## src/rtl/microcode_sequencer_if.sv

```systemverilog
// Bundle between instruction latch, external microcode ROM, datapath and the sequencer.
// The sequencer takes the slave side; fetch/ROM/datapath take the master side.
interface microcode_sequencer_if #(
  parameter int NREG  = 4,
  parameter int PW    = 16,
  parameter int OP_W  = 4,
  parameter int STEPS = 8
) ();
  localparam int RW = $clog2(NREG);
  localparam int SW = $clog2(STEPS);

  logic                 instr_valid;
  logic                 instr_ready;
  logic [OP_W-1:0]      opcode;
  logic [RW-1:0]        rs;
  logic [RW-1:0]        rd;
  logic                 stall;
  logic [OP_W+SW-1:0]   ucode_addr;
  logic [PW+2:0]        ucode_data;
  logic [PW-1:0]        ctrl_out;
  logic [NREG-1:0]      reg_in_en;
  logic [NREG-1:0]      reg_out_en;
  logic                 ctrl_valid;
  logic                 done;
  logic                 decode_err;

  modport master (
    output instr_valid, opcode, rs, rd, stall, ucode_data,
    input  instr_ready, ucode_addr, ctrl_out, reg_in_en, reg_out_en,
           ctrl_valid, done, decode_err
  );

  modport slave (
    input  instr_valid, opcode, rs, rd, stall, ucode_data,
    output instr_ready, ucode_addr, ctrl_out, reg_in_en, reg_out_en,
           ctrl_valid, done, decode_err
  );
endinterface

```

## src/rtl/microcode_sequencer.sv

```systemverilog
// Steps through per-opcode microcode from an asynchronous external ROM and expands each
// microword into registered plain control bits plus one-hot register-file enables.
module microcode_sequencer #(
  parameter int NREG  = 4,
  parameter int PW    = 16,
  parameter int OP_W  = 4,
  parameter int STEPS = 8
) (
  input logic                   clk,
  input logic                   reset,
  microcode_sequencer_if.slave  bus
);
  localparam int RW = $clog2(NREG);
  localparam int SW = $clog2(STEPS);

  typedef enum logic {IDLE, RUN} state_t;

  state_t            r_state;
  logic [SW-1:0]     r_step;
  logic [OP_W-1:0]   r_opcode;
  logic [RW-1:0]     r_rs;
  logic [RW-1:0]     r_rd;
  logic              r_ready;
  logic [PW-1:0]     r_ctrl;
  logic [NREG-1:0]   r_in_en;
  logic [NREG-1:0]   r_out_en;
  logic              r_valid;
  logic              r_done;
  logic              r_err;

  logic              w_end;
  logic              w_rin;
  logic              w_rout;
  logic              w_last;
  logic [PW-1:0]     w_plain;
  logic [NREG-1:0]   w_rd_oh;
  logic [NREG-1:0]   w_rs_oh;

  assign w_end   = bus.ucode_data[0];
  assign w_rin   = bus.ucode_data[1];
  assign w_rout  = bus.ucode_data[2];
  assign w_plain = bus.ucode_data[PW+2:3];
  assign w_last  = w_end | (r_step == SW'(STEPS-1));

  // An index with no matching register decodes to all zeros, which doubles as the error flag.
  always_comb begin
    w_rd_oh = '0;
    w_rs_oh = '0;
    for (int unsigned i = 0; i < NREG; i++) begin
      w_rd_oh[i] = (r_rd == RW'(i));
      w_rs_oh[i] = (r_rs == RW'(i));
    end
  end

  always_ff @(posedge clk) begin
    if (reset) begin
      r_state  <= IDLE;
      r_step   <= '0;
      r_opcode <= '0;
      r_rs     <= '0;
      r_rd     <= '0;
      r_ready  <= 1'b1;
      r_ctrl   <= '0;
      r_in_en  <= '0;
      r_out_en <= '0;
      r_valid  <= 1'b0;
      r_done   <= 1'b0;
      r_err    <= 1'b0;
    end else begin
      r_ctrl   <= '0;
      r_in_en  <= '0;
      r_out_en <= '0;
      r_valid  <= 1'b0;
      r_done   <= 1'b0;
      r_err    <= 1'b0;
      case (r_state)
        IDLE: begin
          if (bus.instr_valid) begin
            r_opcode <= bus.opcode;
            r_rs     <= bus.rs;
            r_rd     <= bus.rd;
            r_step   <= '0;
            r_ready  <= 1'b0;
            r_state  <= RUN;
          end
        end
        RUN: begin
          if (!bus.stall) begin
            r_ctrl   <= w_plain;
            r_valid  <= 1'b1;
            r_in_en  <= w_rin  ? w_rd_oh : '0;
            r_out_en <= w_rout ? w_rs_oh : '0;
            r_err    <= (w_rin & ~|w_rd_oh) | (w_rout & ~|w_rs_oh);
            if (w_last) begin
              r_done  <= 1'b1;
              r_step  <= '0;
              r_ready <= 1'b1;
              r_state <= IDLE;
            end else begin
              r_step <= r_step + SW'(1);
            end
          end
        end
      endcase
    end
  end

  assign bus.instr_ready = r_ready;
  assign bus.ucode_addr  = {r_opcode, r_step};
  assign bus.ctrl_out    = r_ctrl;
  assign bus.reg_in_en   = r_in_en;
  assign bus.reg_out_en  = r_out_en;
  assign bus.ctrl_valid  = r_valid;
  assign bus.done        = r_done;
  assign bus.decode_err  = r_err;
endmodule

```

## src/flat_wrapper.sv

```systemverilog
// flat-port wrapper written by rule: the top's interface ports become plain ports
module microcode_sequencer_flat 
#(
  parameter int NREG  = 4,
  parameter int PW    = 16,
  parameter int OP_W  = 4,
  parameter int STEPS = 8
)
  (clk, reset, bus_instr_valid, bus_opcode, bus_rs, bus_rd, bus_stall, bus_ucode_data, bus_instr_ready, bus_ucode_addr, bus_ctrl_out, bus_reg_in_en, bus_reg_out_en, bus_ctrl_valid, bus_done, bus_decode_err);
  microcode_sequencer_if #(.NREG(NREG), .PW(PW), .OP_W(OP_W), .STEPS(STEPS)) bus_i ();
  input logic clk;
  input logic reset;
  input wire logic [$bits(bus_i.instr_valid)-1:0] bus_instr_valid;
  input wire logic [$bits(bus_i.opcode)-1:0] bus_opcode;
  input wire logic [$bits(bus_i.rs)-1:0] bus_rs;
  input wire logic [$bits(bus_i.rd)-1:0] bus_rd;
  input wire logic [$bits(bus_i.stall)-1:0] bus_stall;
  input wire logic [$bits(bus_i.ucode_data)-1:0] bus_ucode_data;
  output wire logic [$bits(bus_i.instr_ready)-1:0] bus_instr_ready;
  output wire logic [$bits(bus_i.ucode_addr)-1:0] bus_ucode_addr;
  output wire logic [$bits(bus_i.ctrl_out)-1:0] bus_ctrl_out;
  output wire logic [$bits(bus_i.reg_in_en)-1:0] bus_reg_in_en;
  output wire logic [$bits(bus_i.reg_out_en)-1:0] bus_reg_out_en;
  output wire logic [$bits(bus_i.ctrl_valid)-1:0] bus_ctrl_valid;
  output wire logic [$bits(bus_i.done)-1:0] bus_done;
  output wire logic [$bits(bus_i.decode_err)-1:0] bus_decode_err;
  assign bus_i.instr_valid = bus_instr_valid;
  assign bus_i.opcode = bus_opcode;
  assign bus_i.rs = bus_rs;
  assign bus_i.rd = bus_rd;
  assign bus_i.stall = bus_stall;
  assign bus_i.ucode_data = bus_ucode_data;
  assign bus_instr_ready = bus_i.instr_ready;
  assign bus_ucode_addr = bus_i.ucode_addr;
  assign bus_ctrl_out = bus_i.ctrl_out;
  assign bus_reg_in_en = bus_i.reg_in_en;
  assign bus_reg_out_en = bus_i.reg_out_en;
  assign bus_ctrl_valid = bus_i.ctrl_valid;
  assign bus_done = bus_i.done;
  assign bus_decode_err = bus_i.decode_err;
  microcode_sequencer #(.NREG(NREG), .PW(PW), .OP_W(OP_W), .STEPS(STEPS)) u_core (.clk(clk), .reset(reset), .bus(bus_i));
endmodule
```

## config.mk

```make
export PLATFORM = sky130hd
export DESIGN_NAME = microcode_sequencer_flat
export DESIGN_NICKNAME = d
export VERILOG_FILES = /design/src/rtl/microcode_sequencer_if.sv /design/src/rtl/microcode_sequencer.sv /design/src/flat_wrapper.sv
export SDC_FILE = /design/constraint.sdc
export NUM_CORES = 1
export LEC_CHECK = 0
export CORE_UTILIZATION = 35
export DETAILED_ROUTE_END_ITERATION = 10
export HOLD_SLACK_MARGIN = 0.02
export PLACE_DENSITY = 0.85
export SETUP_SLACK_MARGIN = 0.3
export SLEW_MARGIN = 20
export SYNTH_ARGS = -nofsm -noshare
export SYNTH_HDL_FRONTEND = slang
export SYNTH_SLANG_ARGS = --single-unit
```

## constraint.sdc

```tcl
create_clock -name clk -period 3.68 [get_ports clk]
set_input_delay 0.552 -clock clk [delete_from_list [all_inputs] [get_ports clk]]
set_output_delay 0.552 -clock clk [all_outputs]
set_load 0.005 [all_outputs]
```

==> reports/results.ini, run 1 <==
[cts]
cts_repair_resize_count=0
cts-root-buf=clkbuf_4
clock_sinks=40
cts_hold_buffers=0
htree_levels=2
clkSlewWorstSetupHoldPaths_ns=0.11
cts_max_path_buffers=2
clock_latency_ns=0.34
postCtsSetupBuffers=0
cts_tree=done
cts_buffers=5

[critical_path]
critPathLaunchType=input port
cp.required_ns=3.96
crit_chain=clkdlybuf4s50_1, nor3b_4, and2_1, a22o_1
crit_slowest_cell=nor3b_4
path_max_fanout=23
cp.arrival_ns=2.30
critical-path-top-delay-family=simple AND/OR/NAND/NOR gates
worst_path_largest_cell_delay_ns=0.68
critPathCaptureType=flop
r2r_setup_slack_ns=2.22
crit_buf_inv=1
crit_type=input port to flop

[status]
status=completed

[yosys]
ys.flop_type=dfxtp_1
synth.top_cell.area_share=0.6491
synth_seq_cells=40
synth.avg_cell_area_um2=10.45
netlist_instances=118
async_flop_share=0
synth-edff-count=0
ys_seq_area_frac=0.6491
synth.distinct_cells=20
synth.most_common_cell=dfxtp_1
synthTopCellsByCount=dfxtp_1, nand2_1, and2_1
yosysTopAreaCell=dfxtp_1
synth.area.top_cells=dfxtp_1, and2_1, nand2_1
synthesis.area_um2=1234
synthesis.nets=151
yosys_warnings=0

[route]
remaining_drc_errors=0
antenna_left=0
drt_first_pass_iters=2
wire_per_inst_um=10.83
drt_iter0_drc=31
wl_um=2512
vias=1008
vias_per_cell=4.345

[finish]
drive_gt1_frac=0.05914
area_growth_pct=62.98
nets=218
fillCellCount=317
num_antenna_cells=0
utilization=0.5978

[die]
die_w_um=61.37
ios=66
start_util=0.3668
core_area_um2=3363
rows=21
die_h_um=61.37
die_area_um2=3766

[sta]
fin_skew_ns=0.004782
finalHoldViolCount=0
period_share=0.5490
finalSetupTns_ns=0
grt_setup_unrepaired=false
final_max_slew_viol_count=0
slew_headroom=0.5602
setup_viol=0
fin_ws_ns=1.660
worst_pin_slew_ns=0.6589
max_freq_mhz=494.9
period_minus_slack_ns=2.020

[power_and_ir_drop]
power_leakage_uw=0.0007821
power_density_nw_per_um2=421.1
peakVddDrop_mv=0.2045

[placed_design]
port-buffer-count=65
post-place-ws_ns=1.279
dp_hpwl_um=1828
place_congestion=0.6986

[grt]
grt_pass1_vias=831
antenna_found_initial=0
grt_usage=0.1435
grt_pass1_wl_um=3657
grt_max_degree=24
gr-total-overflow=0

[flow_run]
maxCapViolCount=0

[worst_hold_path]
hold_class=flop to flop

==> worst min-delay path, stage by stage, from the launching register on <==
cell     delay [ns]
dfxtp_1        0.33
nand2_1        0.05
a21oi_1        0.05
==> worst paths after layout <==
| kind | cells past startpoint | endpoint | start |
|---|---|---|---|
| max reg2reg | 3 | u_core.r_step[1] | u_core.r_state |
| min | 2 | u_core.r_opcode[1] | u_core.r_opcode[1] |
| min reg2reg | 2 | u_core.r_opcode[1] | u_core.r_opcode[1] |
| max | 4 | u_core.r_step[1] | reset |
==> metrics by stage <==
step	total power, µW	instance area, µm²	instances	hold slack, ns
after global placement	541.0	1916	224	0.4419
after detailed placement	542.1	1916	224	0.4476
after global routing	886.3	2011	232	0.4826
after CTS	856.7	2011	232	0.4622
after floorplan	487.0	1234	118	0.4261
final	846.7	2011	232	0.4601
==> flip-flops by register name, summed over array words and instances (netlist names) <==
name and count:
u_core.r_rs 2, u_core.bus.instr_ready 1, u_core.bus.done 1, u_core.bus.ctrl_valid 1, u_core.bus.decode_err 1, u_core.bus.ctrl_out 16
u_core.r_rd 2, u_core.r_state 1, u_core.r_opcode 4, u_core.bus.reg_out_en 4, u_core.r_step 3, u_core.bus.reg_in_en 4
==> final cells by class <==
cell class / instances / area [µm²] / area share
flip-flops and latches: 40 / 800.8 / 0.3983
repair buffers: 65 / 650.6 / 0.3236
multi-input cells: 71 / 399.1 / 0.1985
clock buffers: 7 / 65.06 / 0.03236
well taps: 46 / 57.56 / 0.02862
clock inverters: 1 / 30.03 / 0.01493
inverters: 2 / 7.507 / 0.003734
==> metal layers <==
metal	global-route usage	wire length (µm)	vias to the layer above	part of all wire
met1	0.1552	1001	445	0.40
met2	0.2065	1101	51	0.44
li1	-	-	507	-
met4	0.07619	48	0	0.019
met5	0	0	-	0
met3	0.1050	360	5	0.14
==> cell usage in the layout (no fill, tap or decap), drive strengths merged, types with 2 or more instances in the layout <==
master	netlist	layout
nor3	6	6
clkdlybuf4s50	0	65
a22o	2	2
inv	2	2
dfxtp	40	40
a21oi	8	8
and2	17	17
clkbuf	1	7
nand3	2	2
ha	2	2
nor2b	4	4
nor2	6	6
nand2	18	18
==> cell families after synthesis <==
logic type	synth area share
AND/OR/NAND/NOR	0.2373
flip-flops	0.6491
AO/OA/AOI/OAI	0.05376
buffers and inverters	0.02738
adder cells (fa/ha/maj)	0.02028
multiplexers	0.009127
other	0.003040
==> report_power, final <==
group / internal, µW / switching, µW / total (µW)
sequential: 446 / 6.93 / 453
clock: 180 / 135 / 315
combinational: 53.7 / 25.1 / 78.8
total: 680 / 167 / 847
(Power assumes the default switching activity.)
==> inputs of run 2 (changes only) <==
Clock period 3.68 ns to 2 ns, I/O delays scaled along.
==> run 2 against run 1 <==
Against the previous run:
- clock skew grew 0.0095 ns
- die area unchanged
- sequential share of layout area down 0.34 points
- sequential power rose by 84%
- core utilization up 0.52 points
- non-clock buffer count is 3 higher
- global-route usage decreased by 0.21 points
- worst hold slack better by 0.0099 ns
- combinational power grew 89%
- critical path type is now flop to output pin
- largest power group unchanged
- highest routed layer unchanged
==> reports/results.ini, run 2 (synthesis gave the netlist of run 1 again) <==
[status]
status=completed  ; unchanged

[grt]
grt_max_degree=23  ; was 24
grt_pass1_wl_um=3705  ; was 3657 µm
grt_usage=0.1414  ; was 0.1435
grt_pass1_vias=835  ; was 831
antenna_found_initial=0  ; unchanged
gr-total-overflow=0  ; unchanged

[critical_path]
critPathCaptureType=output pin  ; was flop
cp.required_ns=1.70  ; was 3.96 ns
path_max_fanout=3  ; was 23
crit_type=flop to output pin  ; was input port to flop
crit_buf_inv=1  ; unchanged
crit_slowest_cell=clkdlybuf4s50_1  ; was nor3b_4
crit_chain=clkdlybuf4s50_1  ; was clkdlybuf4s50_1, nor3b_4, and2_1, a22o_1
cp.arrival_ns=1.25  ; was 2.30 ns
worst_path_largest_cell_delay_ns=0.52  ; was 0.68 ns
critical-path-top-delay-family=buffers and inverters  ; was simple AND/OR/NAND/NOR gates
critPathLaunchType=flop  ; was input port

[sta]
period_share=0.7758
max_freq_mhz=644.5
setup_viol=0  ; unchanged
final_max_slew_viol_count=0  ; unchanged
fin_skew_ns=0.01424  ; was 0.004782 ns
finalHoldViolCount=0  ; unchanged
period_minus_slack_ns=1.552
grt_setup_unrepaired=false  ; unchanged
finalSetupTns_ns=0  ; unchanged

[cts]
htree_levels=2  ; unchanged
clock_latency_ns=0.35  ; was 0.34 ns
cts-root-buf=clkbuf_4  ; unchanged
clkSlewWorstSetupHoldPaths_ns=0.12  ; was 0.11 ns
cts_buffers=5  ; unchanged
cts_repair_resize_count=0  ; unchanged
cts_max_path_buffers=2  ; unchanged
clock_sinks=40  ; unchanged
cts_hold_buffers=0  ; unchanged
postCtsSetupBuffers=0  ; unchanged
cts_tree=done  ; unchanged

[finish]
largest_reg_flops=16  ; unchanged
multi_input_area_um2=399.1  ; unchanged
final_common_cell=clkdlybuf4s50_1  ; unchanged
drive_gt1_frac=0.07407  ; was 0.05914
nets=221  ; was 218
area_growth_pct=64.40  ; was 62.98%
mostFrequentLayoutCells=clkdlybuf4s50_1, dfxtp_1, nand2_1, and2_1, a21oi_1  ; unchanged
regArea_um2=800.8  ; unchanged
num_antenna_cells=0  ; unchanged
fillCellCount=316  ; was 317

[placed_design]
port-buffer-count=65  ; unchanged
dp_hpwl_um=1876  ; was 1828 µm
place_congestion=0.7121  ; was 0.6986

[die]
start_util=0.3668  ; unchanged
die_w_um=61.37  ; unchanged
ios=66  ; unchanged
die_area_um2=3766  ; unchanged
die_h_um=61.37  ; unchanged
core_area_um2=3363  ; unchanged
rows=21  ; unchanged

[power_and_ir_drop]
finalPower_uw=1543  ; was 846.7 µW
power_density_nw_per_um2=760.8  ; was 421.1 nW/µm²
peakVddDrop_mv=0.3570  ; was 0.2045 mV
power_leakage_uw=0.0007942  ; was 0.0007821 µW

[route]
drt_iter0_drc=37  ; was 31
wire_per_inst_um=10.75  ; was 10.83 µm
antenna_left=0  ; unchanged
drt_first_pass_iters=4  ; was 2
wl_um=2526  ; was 2512 µm
vias=1024  ; was 1008
remaining_drc_errors=0  ; unchanged
vias_per_cell=4.357  ; was 4.345

[flow_run]
maxCapViolCount=0  ; unchanged

[worst_hold_path]
hold_class=flop to flop  ; unchanged

[run 2: worst paths after layout]
path                            slack (ns)  cells after the start                 end                from
worst max register to register        0.70                      5    u_core.r_step[0]    u_core.r_step[0]
worst min-delay path                  0.47                      2  u_core.r_opcode[3]  u_core.r_opcode[3]
worst min register to register        0.47                      2  u_core.r_opcode[3]  u_core.r_opcode[3]
worst max-delay path                  0.45                      1   bus_ucode_addr[1]    u_core.r_step[1]
[run 2: layout make-up]
class,count,area share
multi-input combinational,71,0.1968
clock inverter,2,0.01912
inverter,2,0.003701
timing repair buffer,68,0.3319
sequential,40,0.3948
tap,46,0.02838
clock buffer,6,0.02529
[run 2: metrics by stage]
| stage | std cells | cell area (µm²) | hold WS, ns | util | setup slack [ns] |
|---|---|---|---|---|---|
| after CTS | 235 | 2028 | 0.4575 | 0.6031 | 0.4374 |
| after global placement | 227 | 1938 | 0.4436 | 0.5763 | 0.4860 |
| after global routing | 235 | 2028 | 0.4568 | 0.6031 | 0.4077 |
| final | 235 | 2028 | 0.4700 | 0.6031 | 0.4484 |
| after detailed placement | 227 | 1938 | 0.4550 | 0.5763 | 0.4254 |
| after floorplan | 118 | 1234 | 0.4217 | - | 0.7927 |
[run 2: power breakdown]
part           switching, µW  internal (µW)  leakage (µW)
clock                    261            300     0.0000484
sequential              12.9            821      0.000326
combinational           46.5            103      0.000420
total                    320           1220      0.000794
[run 2: metal layers]
layer  track usage  vias to the layer above  wire [µm]
met5             0                        -          0
met4       0.09524                        0         55
met3       0.06723                        6        318
met2        0.2283                       53       1156
met1        0.1464                      449        994
li1              -                      516          -
==> inputs of run 3 (changes only) <==
Clock period 2 ns to 1.5 ns, I/O delays scaled along.
==> run 3 against run 2 <==
Against the previous run:
- setup slack got worse by 0.19 ns
- combinational power is 34% higher
- global-route usage increased by 0.76 points
- highest routed layer unchanged
- critical path type is now flop to flop
==> reports/results.ini, run 3 (synthesis gave the netlist of run 1 again) <==
[status]
status=completed  ; unchanged

[cts]
cts_buffers=5  ; unchanged
cts_max_path_buffers=2  ; unchanged
clkSlewWorstSetupHoldPaths_ns=0.12  ; about the same
cts-root-buf=clkbuf_4  ; unchanged
clock_latency_ns=0.35  ; about the same
htree_levels=2  ; unchanged
cts_hold_buffers=0  ; unchanged
cts_tree=done  ; unchanged
clock_sinks=40  ; unchanged

[grt]
grt_pass1_vias=928  ; was 835
gr-total-overflow=0  ; unchanged
grt_pass1_wl_um=3891  ; was 3705 µm
grt_usage=0.1490  ; was 0.1414
grt_max_degree=23  ; unchanged
antenna_found_initial=0  ; unchanged

[route]
wire_per_inst_um=10.92  ; was 10.75 µm
drt_iter0_drc=34  ; was 37
wl_um=2643  ; was 2526 µm
vias_per_cell=4.343  ; was 4.357
vias=1051  ; was 1024
antenna_left=0  ; unchanged
remaining_drc_errors=0  ; unchanged
drt_first_pass_iters=4  ; unchanged

[critical_path]
cp.arrival_ns=1.48  ; was 1.25 ns
critPathLaunchType=flop  ; unchanged
crit_type=flop to flop  ; was flop to output pin
reg2reg_depth=6  ; was 5
critPathCaptureType=flop  ; was output pin
cp.required_ns=1.74  ; was 1.70 ns
path_max_fanout=3  ; unchanged

[power_and_ir_drop]
finalPower_uw=2023  ; was 1543 µW
power_density_nw_per_um2=952.4  ; was 760.8 nW/µm²
peakVddDrop_mv=0.5691  ; was 0.3570 mV
power_leakage_uw=0.0009539  ; was 0.0007942 µW

[die]
rows=21  ; unchanged
ios=66  ; unchanged
die_area_um2=3766  ; unchanged
die_w_um=61.37  ; unchanged
core_area_um2=3363  ; unchanged
die_h_um=61.37  ; unchanged
start_util=0.3668  ; unchanged

[worst_hold_path]
hold_depth=3  ; was 2
hold_class=input port to flop  ; was flop to flop

[finish]
area_growth_pct=72.21  ; was 64.40%
drive_gt1_frac=0.1990  ; was 0.07407
final_cell_area_um2=2125  ; was 2028 µm²
mostFrequentLayoutCells=clkdlybuf4s50_1, dfxtp_1, dlygate4sd2_1, nand2_1, and2_1  ; was clkdlybuf4s50_1, dfxtp_1, nand2_1, and2_1, a21oi_1
layout.cells.non_filler=242  ; was 235
num_antenna_cells=0  ; unchanged
nets=228  ; was 221
largest_reg_flops=16  ; unchanged
final_common_cell=clkdlybuf4s50_1  ; unchanged
fillCellCount=314  ; was 316

[sta]
period_minus_slack_ns=1.242
finalHoldViolCount=0  ; unchanged
fin_skew_ns=0.008529  ; was 0.01424 ns
setup_viol=0  ; unchanged
grt_setup_unrepaired=true  ; was false
finalSetupTns_ns=0  ; unchanged
final_max_slew_viol_count=0  ; unchanged
period_share=0.8283
max_freq_mhz=804.8
fin_ws_ns=0.2575  ; was 0.4484 ns

[placed_design]
place_congestion=0.6874  ; was 0.7121
post-place-ws_ns=0.07093  ; was 0.4254 ns
dp_cells=228  ; was 227
dp_hpwl_um=1912  ; was 1876 µm
port-buffer-count=65  ; unchanged
placed_area_um2=1959  ; was 1938 µm²

[flow_run]
maxCapViolCount=0  ; unchanged

==> run 3: changes by cell type in the layout (fill, tap and decap cells not counted), moves of 2 or more <==
cell,change
buf_4,+4
buf_6,+2
clkdlybuf4s15_1,+14
clkdlybuf4s50_1,-35
dfxtp_1,-14
dfxtp_2,+14
dlygate4sd2_1,+20
ha_1,-2
ha_4,+2
==> run 3: path summary, 6_finish.rpt <==
check / start / to / slack, ns
min: bus_opcode[2] / u_core.r_opcode[2] / 0.41
max reg2reg: u_core.r_step[1] / u_core.r_step[0] / 0.26
max: u_core.r_step[1] / u_core.r_step[0] / 0.26
min reg2reg: u_core.r_opcode[3] / u_core.r_opcode[3] / 0.46
==> run 3: repair_timing <==
action | CTS | global route
endpoints found under the setup margin | 40 | 20
setup buffers | 5 | 1
gates resized for setup | 52 | 19
pin swaps | 5 | 2
==> run 3: power by group <==
group | total (µW) | switching [µW] | internal, µW
clock network | 711 | 355 | 356
registers | 1110 | 16.8 | 1100
logic | 199 | 65.8 | 133
total | 2020 | 438 | 1590
==> run 3: critical path: stages, from the launching register on <==
cell	delay, ns
dfxtp_2	0.35
buf_6	0.10
ha_4	0.13
ha_4	0.13
nor2_4	0.04
and2_4	0.16
mux2_2	0.25
==> run 3: layout make-up <==
cell class,instances,area [µm²],share of cell area
Tap cell,46,57.56,0.02709
Inverter,2,7.507,0.003534
Sequential cell,40,818.3,0.3852
Clock inverter,3,46.29,0.02179
Clock buffer,5,37.54,0.01767
Timing Repair Buffer,75,723.2,0.3404
Multi-Input combinational cell,71,434.2,0.2044
==> run 3: through the flow <==
stage          hold slack [ns]    util
2_1_floorplan           0.3467       -
3_3_place_gp            0.4434  0.5826
3_5_place_dp            0.4460  0.5826
4_1_cts                 0.3866  0.6220
5_1_grt                 0.3965  0.6317
6_report                0.4110  0.6317
==> run 3: per-layer routing <==
layer	global-route usage	part of all wire	wire length, µm
met3	0.06723	0.12	307
met4	0.07619	0.024	64
met1	0.1377	0.38	1005
met5	0	0	0
met2	0.2748	0.48	1265
